$ cat config.mk
export PLATFORM = sky130hd
export DESIGN_NAME = ofdm_fft_symbol_buffer
export DESIGN_NICKNAME = d
export VERILOG_FILES = /design/src/rtl/ofdm_pkg.sv /design/src/rtl/ofdm_symbol_ram.sv /design/src/rtl/ofdm_fft_symbol_buffer.sv
export SDC_FILE = /design/constraint.sdc
export NUM_CORES = 2
export LEC_CHECK = 0
export BUFFER_PORTS_ARGS = -buffer_cell sky130_fd_sc_hd__buf_2
export CORE_UTILIZATION = 57
export CTS_CLUSTER_SIZE = 30
export DETAILED_ROUTE_END_ITERATION = 7
export GPL_ROUTABILITY_DRIVEN = 0
export MAX_ROUTING_LAYER = met4
export PLACE_DENSITY = 0.82
export SLEW_MARGIN = 40
export SYNTH_ARGS = -nofsm -noshare
export SYNTH_HDL_FRONTEND = slang
export SYNTH_HIERARCHICAL = 1
export SYNTH_MEMORY_MAX_BITS = 65536
export SYNTH_SLANG_ARGS = --single-unit
$ cat constraint.sdc
create_clock -name clock_clk -period 4.48 [get_ports clock_clk]
set_input_delay 0.672 -clock clock_clk [delete_from_list [all_inputs] [get_ports clock_clk]]
set_output_delay 0.672 -clock clock_clk [all_outputs]
set_load 0.1 [all_outputs]
$ cat src/rtl/ofdm_pkg.sv
// Shared types and helpers for the OFDM FFT symbol buffer: bank/FSM encodings and
// the index bit-reversal used when OFDM_FFT_BITREV_EN is defined.
package ofdm_pkg;

  localparam int IQ_W      = 16;
  localparam int N_FFT_DEF = 64;
  localparam int REV_MAX_W = 10;

  typedef enum logic [1:0] {EMPTY, FILLING, FULL, DRAINING} bank_st_t;
  typedef enum logic [1:0] {W_IDLE, W_FILL, W_DISCARD}       wstate_t;
  typedef enum logic [1:0] {R_IDLE, R_FETCH, R_STREAM}       rstate_t;

  // Reverses the low w bits of v; bits at and above w come back as zero.
  function automatic logic [REV_MAX_W-1:0] bitrev(input logic [REV_MAX_W-1:0] v, input int w);
    logic [REV_MAX_W-1:0] r;
    r = '0;
    for (int i = 0; i < REV_MAX_W; i++) begin
      if (i < w) r[i] = v[w-1-i];
    end
    return r;
  endfunction

endpackage

$ cat src/rtl/ofdm_symbol_ram.sv
// Simple dual-port symbol store, two banks of N_FFT samples addressed as {bank, index},
// with a registered (1-cycle) read port.
module ofdm_symbol_ram #(
  parameter int DATA_W = 32,
  parameter int AW     = 7
) (
  input  logic              clock_clk,
  input  logic              wr_en,
  input  logic [AW-1:0]     wr_addr,
  input  logic [DATA_W-1:0] wr_data,
  input  logic              rd_en,
  input  logic [AW-1:0]     rd_addr,
  output logic [DATA_W-1:0] rd_data
);

  logic [DATA_W-1:0] mem [2**AW];

  always_ff @(posedge clock_clk) begin
    if (wr_en) mem[wr_addr] <= wr_data;
    if (rd_en) rd_data <= mem[rd_addr];
  end

endmodule

$ cat src/rtl/ofdm_fft_symbol_buffer.sv
// Ping-pong symbol buffer between cyclic-prefix removal and the FFT core.
// Define OFDM_FFT_BITREV_EN to stream each symbol out in bit-reversed index order.
module ofdm_fft_symbol_buffer
  import ofdm_pkg::*;
#(
  parameter int N_FFT  = N_FFT_DEF,
  parameter int DATA_W = 2 * IQ_W,
  parameter int CNT_W  = 16
) (
  input  logic              clock_clk,
  input  logic              reset_reset_n,
  input  logic [DATA_W-1:0] asi_in0_data,
  input  logic              asi_in0_valid,
  output logic              asi_in0_ready,
  input  logic              asi_in0_startofpacket,
  input  logic              asi_in0_endofpacket,
  output logic [DATA_W-1:0] aso_out0_data,
  output logic              aso_out0_valid,
  input  logic              aso_out0_ready,
  output logic              aso_out0_startofpacket,
  output logic              aso_out0_endofpacket,
  output logic              err_short,
  output logic              err_long,
  output logic [CNT_W-1:0]  sym_count
);

  localparam int IW = $clog2(N_FFT);
  localparam int AW = IW + 1;
  localparam logic [IW-1:0] LAST = IW'(N_FFT - 1);

  bank_st_t          bank_st [2];
  logic              wr_bank, iss_bank, rd_bank, run;
  wstate_t           wstate, wstate_nxt;
  rstate_t           rstate, rstate_nxt;
  logic [IW-1:0]     widx, widx_nxt, wr_idx;
  logic [IW-1:0]     iss_idx, iss_idx_nxt, rd_order;
  logic              bank_free, acc, ram_we, w_upd, w_toggle, short_nxt, long_nxt;
  bank_st_t          w_val;
  logic              iss, start_drain, iss_toggle, can_issue, pop, done;
  logic              vld_p1, sop_p1, eop_p1;
  logic [DATA_W-1:0] data_p1;
  logic [DATA_W-1:0] sk_data [2];
  logic [1:0]        sk_sop, sk_eop, sk_cnt;
  logic              sk_wp, sk_rp;

  // Stage p0: write-side acceptance and fill sequencing
  assign bank_free     = (bank_st[wr_bank] == EMPTY) || (bank_st[wr_bank] == FILLING);
  assign asi_in0_ready = run && (bank_free || (wstate == W_DISCARD));
  assign acc           = asi_in0_valid && asi_in0_ready;

  always_comb begin
    wstate_nxt = wstate;
    widx_nxt   = widx;
    wr_idx     = widx;
    ram_we     = 1'b0;
    w_upd      = 1'b0;
    w_val      = EMPTY;
    w_toggle   = 1'b0;
    short_nxt  = 1'b0;
    long_nxt   = 1'b0;
    if (acc) begin
      // A sop while discarding only starts a fill once the write bank is free
      if ((asi_in0_startofpacket && bank_free) || (wstate == W_FILL)) begin
        wr_idx = asi_in0_startofpacket ? '0 : widx;
        ram_we = 1'b1;
        w_upd  = 1'b1;
        if (asi_in0_endofpacket) begin
          wstate_nxt = W_IDLE;
          if (wr_idx == LAST) begin
            w_val    = FULL;
            w_toggle = 1'b1;
          end else begin
            w_val     = EMPTY;
            short_nxt = 1'b1;
          end
        end else if (wr_idx == LAST) begin
          w_val      = FULL;
          w_toggle   = 1'b1;
          long_nxt   = 1'b1;
          wstate_nxt = W_DISCARD;
        end else begin
          w_val      = FILLING;
          widx_nxt   = wr_idx + 1'b1;
          wstate_nxt = W_FILL;
        end
      end else if ((wstate == W_DISCARD) && asi_in0_endofpacket) begin
        wstate_nxt = W_IDLE;
      end
    end
  end

  // Stage p0: read issue, throttled so in-flight plus buffered beats never exceed the skid
  assign pop       = (sk_cnt != 2'd0) && aso_out0_ready;
  assign can_issue = ({1'b0, sk_cnt} + {2'b00, vld_p1}) < (3'd2 + {2'b00, pop});
  assign done      = pop && sk_eop[sk_rp];

  always_comb begin
    rstate_nxt  = rstate;
    iss_idx_nxt = iss_idx;
    iss         = 1'b0;
    start_drain = 1'b0;
    iss_toggle  = 1'b0;
    case (rstate)
      R_IDLE: begin
        if ((bank_st[iss_bank] == FULL) && can_issue) begin
          iss         = 1'b1;
          start_drain = 1'b1;
          iss_idx_nxt = iss_idx + 1'b1;
          rstate_nxt  = R_FETCH;
        end
      end
      R_FETCH, R_STREAM: begin
        rstate_nxt = R_STREAM;
        if (can_issue) begin
          iss = 1'b1;
          if (iss_idx == LAST) begin
            iss_idx_nxt = '0;
            iss_toggle  = 1'b1;
            rstate_nxt  = R_IDLE;
          end else begin
            iss_idx_nxt = iss_idx + 1'b1;
          end
        end
      end
      default: rstate_nxt = R_IDLE;
    endcase
  end

`ifdef OFDM_FFT_BITREV_EN
  assign rd_order = IW'(bitrev(REV_MAX_W'(iss_idx), IW));
`else
  assign rd_order = iss_idx;
`endif

  ofdm_symbol_ram #(.DATA_W(DATA_W), .AW(AW)) u_ram (
    .clock_clk (clock_clk),
    .wr_en     (ram_we),
    .wr_addr   ({wr_bank, wr_idx}),
    .wr_data   (asi_in0_data),
    .rd_en     (iss),
    .rd_addr   ({iss_bank, rd_order}),
    .rd_data   (data_p1)
  );

  // Stage p1 -> p2: RAM output lands in the 2-entry output skid
  always_ff @(posedge clock_clk or negedge reset_reset_n) begin
    if (!reset_reset_n) begin
      run        <= 1'b0;
      bank_st[0] <= EMPTY;
      bank_st[1] <= EMPTY;
      wstate     <= W_IDLE;
      widx       <= '0;
      wr_bank    <= 1'b0;
      rstate     <= R_IDLE;
      iss_idx    <= '0;
      iss_bank   <= 1'b0;
      rd_bank    <= 1'b0;
      vld_p1     <= 1'b0;
      sop_p1     <= 1'b0;
      eop_p1     <= 1'b0;
      sk_sop     <= '0;
      sk_eop     <= '0;
      sk_wp      <= 1'b0;
      sk_rp      <= 1'b0;
      sk_cnt     <= '0;
      err_short  <= 1'b0;
      err_long   <= 1'b0;
      sym_count  <= '0;
    end else begin
      run       <= 1'b1;
      wstate    <= wstate_nxt;
      widx      <= widx_nxt;
      rstate    <= rstate_nxt;
      iss_idx   <= iss_idx_nxt;
      err_short <= short_nxt;
      err_long  <= long_nxt;
      if (w_toggle)   wr_bank  <= ~wr_bank;
      if (iss_toggle) iss_bank <= ~iss_bank;
      for (int b = 0; b < 2; b++) begin
        if (w_upd && (wr_bank == 1'(b)))        bank_st[b] <= w_val;
        if (start_drain && (iss_bank == 1'(b))) bank_st[b] <= DRAINING;
        if (done && (rd_bank == 1'(b)))         bank_st[b] <= EMPTY;
      end
      vld_p1 <= iss;
      sop_p1 <= iss && (iss_idx == '0);
      eop_p1 <= iss && (iss_idx == LAST);
      if (vld_p1) begin
        sk_sop[sk_wp] <= sop_p1;
        sk_eop[sk_wp] <= eop_p1;
        sk_wp         <= ~sk_wp;
      end
      if (pop) sk_rp <= ~sk_rp;
      sk_cnt <= sk_cnt + {1'b0, vld_p1} - {1'b0, pop};
      if (done) begin
        rd_bank   <= ~rd_bank;
        sym_count <= sym_count + 1'b1;
      end
    end
  end

  always_ff @(posedge clock_clk) begin
    if (vld_p1) sk_data[sk_wp] <= data_p1;
  end

  assign aso_out0_valid         = (sk_cnt != 2'd0);
  assign aso_out0_data          = aso_out0_valid ? sk_data[sk_rp] : '0;
  assign aso_out0_startofpacket = aso_out0_valid && sk_sop[sk_rp];
  assign aso_out0_endofpacket   = aso_out0_valid && sk_eop[sk_rp];

endmodule

==> results.py <==
metrics = {
    "run_status": {
        "status": "finished with violations",
        "violations": "DRC, setup timing",
    },
    "sta": {
        "finClkSkew_ns": 0.0969,
        "maxSlewViolCount": 0,
        "min_period_ns": 4.71,
        "setup_viol": 101,
        "hold_violations": 0,
        "tightest_slew_ns": 1.29,
        "clock.fmax_mhz": 212,
        "fin_crit_sh": 1.05,
        "relSlewSlack": 0.137,
        "worst_slack_ns": -0.227,
    },
    "power": {
        "p_switching_mw": 18.9,
        "power_mw": 81.5,
        "power.leakage_nw": 55.0,
        "p_sw_frac": 0.233,
        "powerDensity_nw_per_um2": 443,
        "pwr-share-clk": 0.420,
        "p_comb_frac": 0.042,
        "p_seq_frac": 0.538,
        "vdd_drop_max_v": 0.000386,
        "internal_power_mw": 62.5,
    },
    "synthesis": {
        "synth-async-reset-ratio": 0.0125,
        "syn_area_um2": 162000,
        "synth_edf_count": 4192,
        "synth_area_per_cell_um2": 25.3,
        "ys_types": 63,
        "ys.warnings.count": 6,
        "synthCells": 6380,
        "synth_seq_cells": 4245,
        "yosysSeqAreaShare": 0.787,
        "yosys_most_used_dff": "edfxtp_1",
        "synth_fp_nets": 6429,
    },
    "floorplanning": {
        "die_x_um": 535,
        "rows": 195,
        "start_util": 0.573,
        "dieArea_um2": 286000,
        "die-height_um": 535,
        "io_pins": 92,
        "core_area_um2": 282000,
    },
    "critical_path": {
        "r2r_end": "u_ram/mem[3][14]",
        "cp-end-kind": "primary output",
        "slowest_stage": "dfrtp_2",
        "reg2reg_slack_ns": -0.14,
        "slowest_delay_ns": 0.86,
        "r2r_cells": 9,
        "crit_top_cell": "buf_4",
        "required_ns": 3.81,
        "timing.rr.start": "wr_bank",
        "worstPathMaxFanout": 13,
        "critical_path.endpoint": "aso_out0_data[12]",
        "worstSetupPathDepth": 5,
        "crit_start": "sk_rp",
        "cp-start-kind": "flip-flop",
        "path_cells": "buf_4 -> mux2i_1 -> nor2_1 -> buf_4 -> buf_2",
        "cpLargestDelayFamily": "buffers and inverters",
        "path_class": "flip-flop to primary output",
        "crit_buf_inv": 3,
        "arrival_ns": 4.03,
    },
    "grt": {
        "grt.overflow.total": 0,
        "grt_usage": 0.370,
        "grt_pass1_vias": 83199,
        "grt_max_degree": 101,
        "grt_pass1_wl_um": 691000,
        "antenna_found_initial": 63,
    },
    "finish": {
        "final_area_um2": 184000,
        "final_cell_mix": "edfxtp_1, mux4_2, clkbuf_16",
        "final_common_cell": "edfxtp_1",
        "layout.nets": 6941,
        "final_layout_size_suffix_gt1_frac": 0.352,
        "final_core_util": 0.651,
        "area_delta_synth_final_pct": 13.7,
    },
    "drt": {
        "drc_errors": 559,
        "wl_per_cell_um": 48.0,
        "vias": 84848,
        "wl_um": 530000,
        "drtAntennaViolNets": 0,
        "first_iter_violations": 18930,
        "wl_met1_um": 153000,
        "wl_met2_um": 246000,
        "topRoutingLayerUsed": "met4",
        "dr_wl_met3_um": 87400,
        "dr.pass1.iters": 8,
        "via_per_inst": 7.69,
    },
    "clock_network": {
        "clkSlewWorstSetupHoldPaths_ns": 0.07,
        "post_cts_buffers": 0,
        "cts_buffers": 395,
        "cts_tree": "built",
        "cts_sinks": 4245,
        "cts-root-buf": "clkbuf_16",
        "h-tree-depth": 5,
        "clk_latency_ns": 1.00,
        "clockBufferDepth": 4,
    },
    "placed_design": {
        "portBuffers": 91,
        "dp_hpwl_um": 248000,
        "dp_slack_ns": 0.475,
        "placed_area_um2": 171000,
    },
    "hold_path": {
        "min_path_type": "input port to flip-flop",
        "min_path_cells": 1,
    },
    "job": {
        "drv_cap": 0,
    },
}
==> layout make-up <==
| type | count | area (um2) |
|---|---|---|
| multi-input combinational | 1788 | 34100 |
| inverter | 20 | 75.1 |
| sequential | 4245 | 127000 |
| timing repair buffer | 442 | 5040 |
| tap | 3743 | 4680 |
| clock inverter | 242 | 2290 |
| clock buffer | 470 | 10200 |
| fill | 15876 | 98500 |
| antenna | 80 | 200 |
==> state kept, by name (all words and copies together) (netlist names), 2 cells and up <==
| name | cells |
|---|---|
| bank_st | 4 |
| sk_eop | 2 |
| u_ram/rd_data | 32 |
| rstate | 2 |
| sym_count | 16 |
| sk_cnt | 2 |
| u_ram/mem | 4096 |
| sk_data | 64 |
| wstate | 2 |
| sk_sop | 2 |
| iss_idx | 6 |
| widx | 6 |
==> worst min path at each step <==
stage / end / slack, ns / startpoint
after global routing: u_ram/mem[109][12] / 0.12 / asi_in0_data[12]
after detailed placement: sk_data[0][16] / 0.43 / u_ram/rd_data[16]
after CTS: err_short / 0.12 / asi_in0_endofpacket
after floorplan: bank_st[0] / 0.38 / reset_reset_n
final: u_ram/mem[109][12] / 0.12 / asi_in0_data[12]
after global placement: sk_data[0][31] / 0.42 / u_ram/rd_data[31]
==> stage by stage <==
step	std cells	hold slack [ns]	setup TNS [ns]
global route	11016	0.115	-0.0175
CTS	10944	0.115	0
global placement	10226	0.423	0
finish	11030	0.120	-6.12
detailed placement	10231	0.431	0
floorplan	6380	0.376	0
==> power by group through the flow <==
stage               combinational (mW)  clock (mW)  sequential (mW)
finish                            3.44        34.2             43.8
global route                      3.37        35.3             43.8
CTS                               3.12        33.8             43.8
detailed placement                3.01           0             44.7
global placement                  2.90           0             44.7
floorplan                         1.57           0             44.6
==> cells by family after synthesis <==
| logic type | synth area share |
|---|---|
| and+or+nand+nor | 0.00834 |
| AOI/OAI and AO/OA | 0.00171 |
| adders and majority gates | 0.000851 |
| DFF | 0.787 |
| muxes | 0.192 |
| xor gates and xnor gates | 0.00125 |
| other | 0.0000232 |
| buffers and inverters | 0.00901 |
==> per-layer routing <==
layer,vias to the layer above,global-route usage
li1,28920,-
met1,43075,0.437
met2,10348,0.554
met3,2505,0.126
met4,0,0.222
met5,-,-
==> synth_stat cells (all sizes together) (2+ instances only) <==
cell	instances	share of area
buf	141	0.0042
nor2	165	0.0038
clkbuf	186	0.0043
xor2	9	0.00049
xnor2	14	0.00076
a2bb2oi	2	0.00011
nand2b	7	0.00027
ha	11	0.00085
o21ai	8	0.00027
edfxtp	4192	0.78
a2111oi	2	0.00011
a32oi	2	0.00011
and4	3	0.00016
dfrtp	53	0.0082
nand3	24	0.00074
nor4	2	0.000077
mux2i	36	0.0023
mux4	1344	0.19
a31oi	3	0.00021
mux2	41	0.0029
o221ai	2	0.00011
nor3	17	0.00056
nand4	13	0.00050
and3	7	0.00030
a21oi	10	0.00031
nand4b	2	0.00011
inv	19	0.00044
and2	7	0.00029
nor2b	11	0.00043
or3	2	0.000077
nand2	27	0.00063
==> repair_timing <==
| item | CTS | global route |
|---|---|---|
| resized for setup | 0 | 0 |
| endpoints found under the hold margin | 53 | 0 |
| hold buffers | 1 | 0 |
Note: power is estimated with default switching activity, not from simulation.
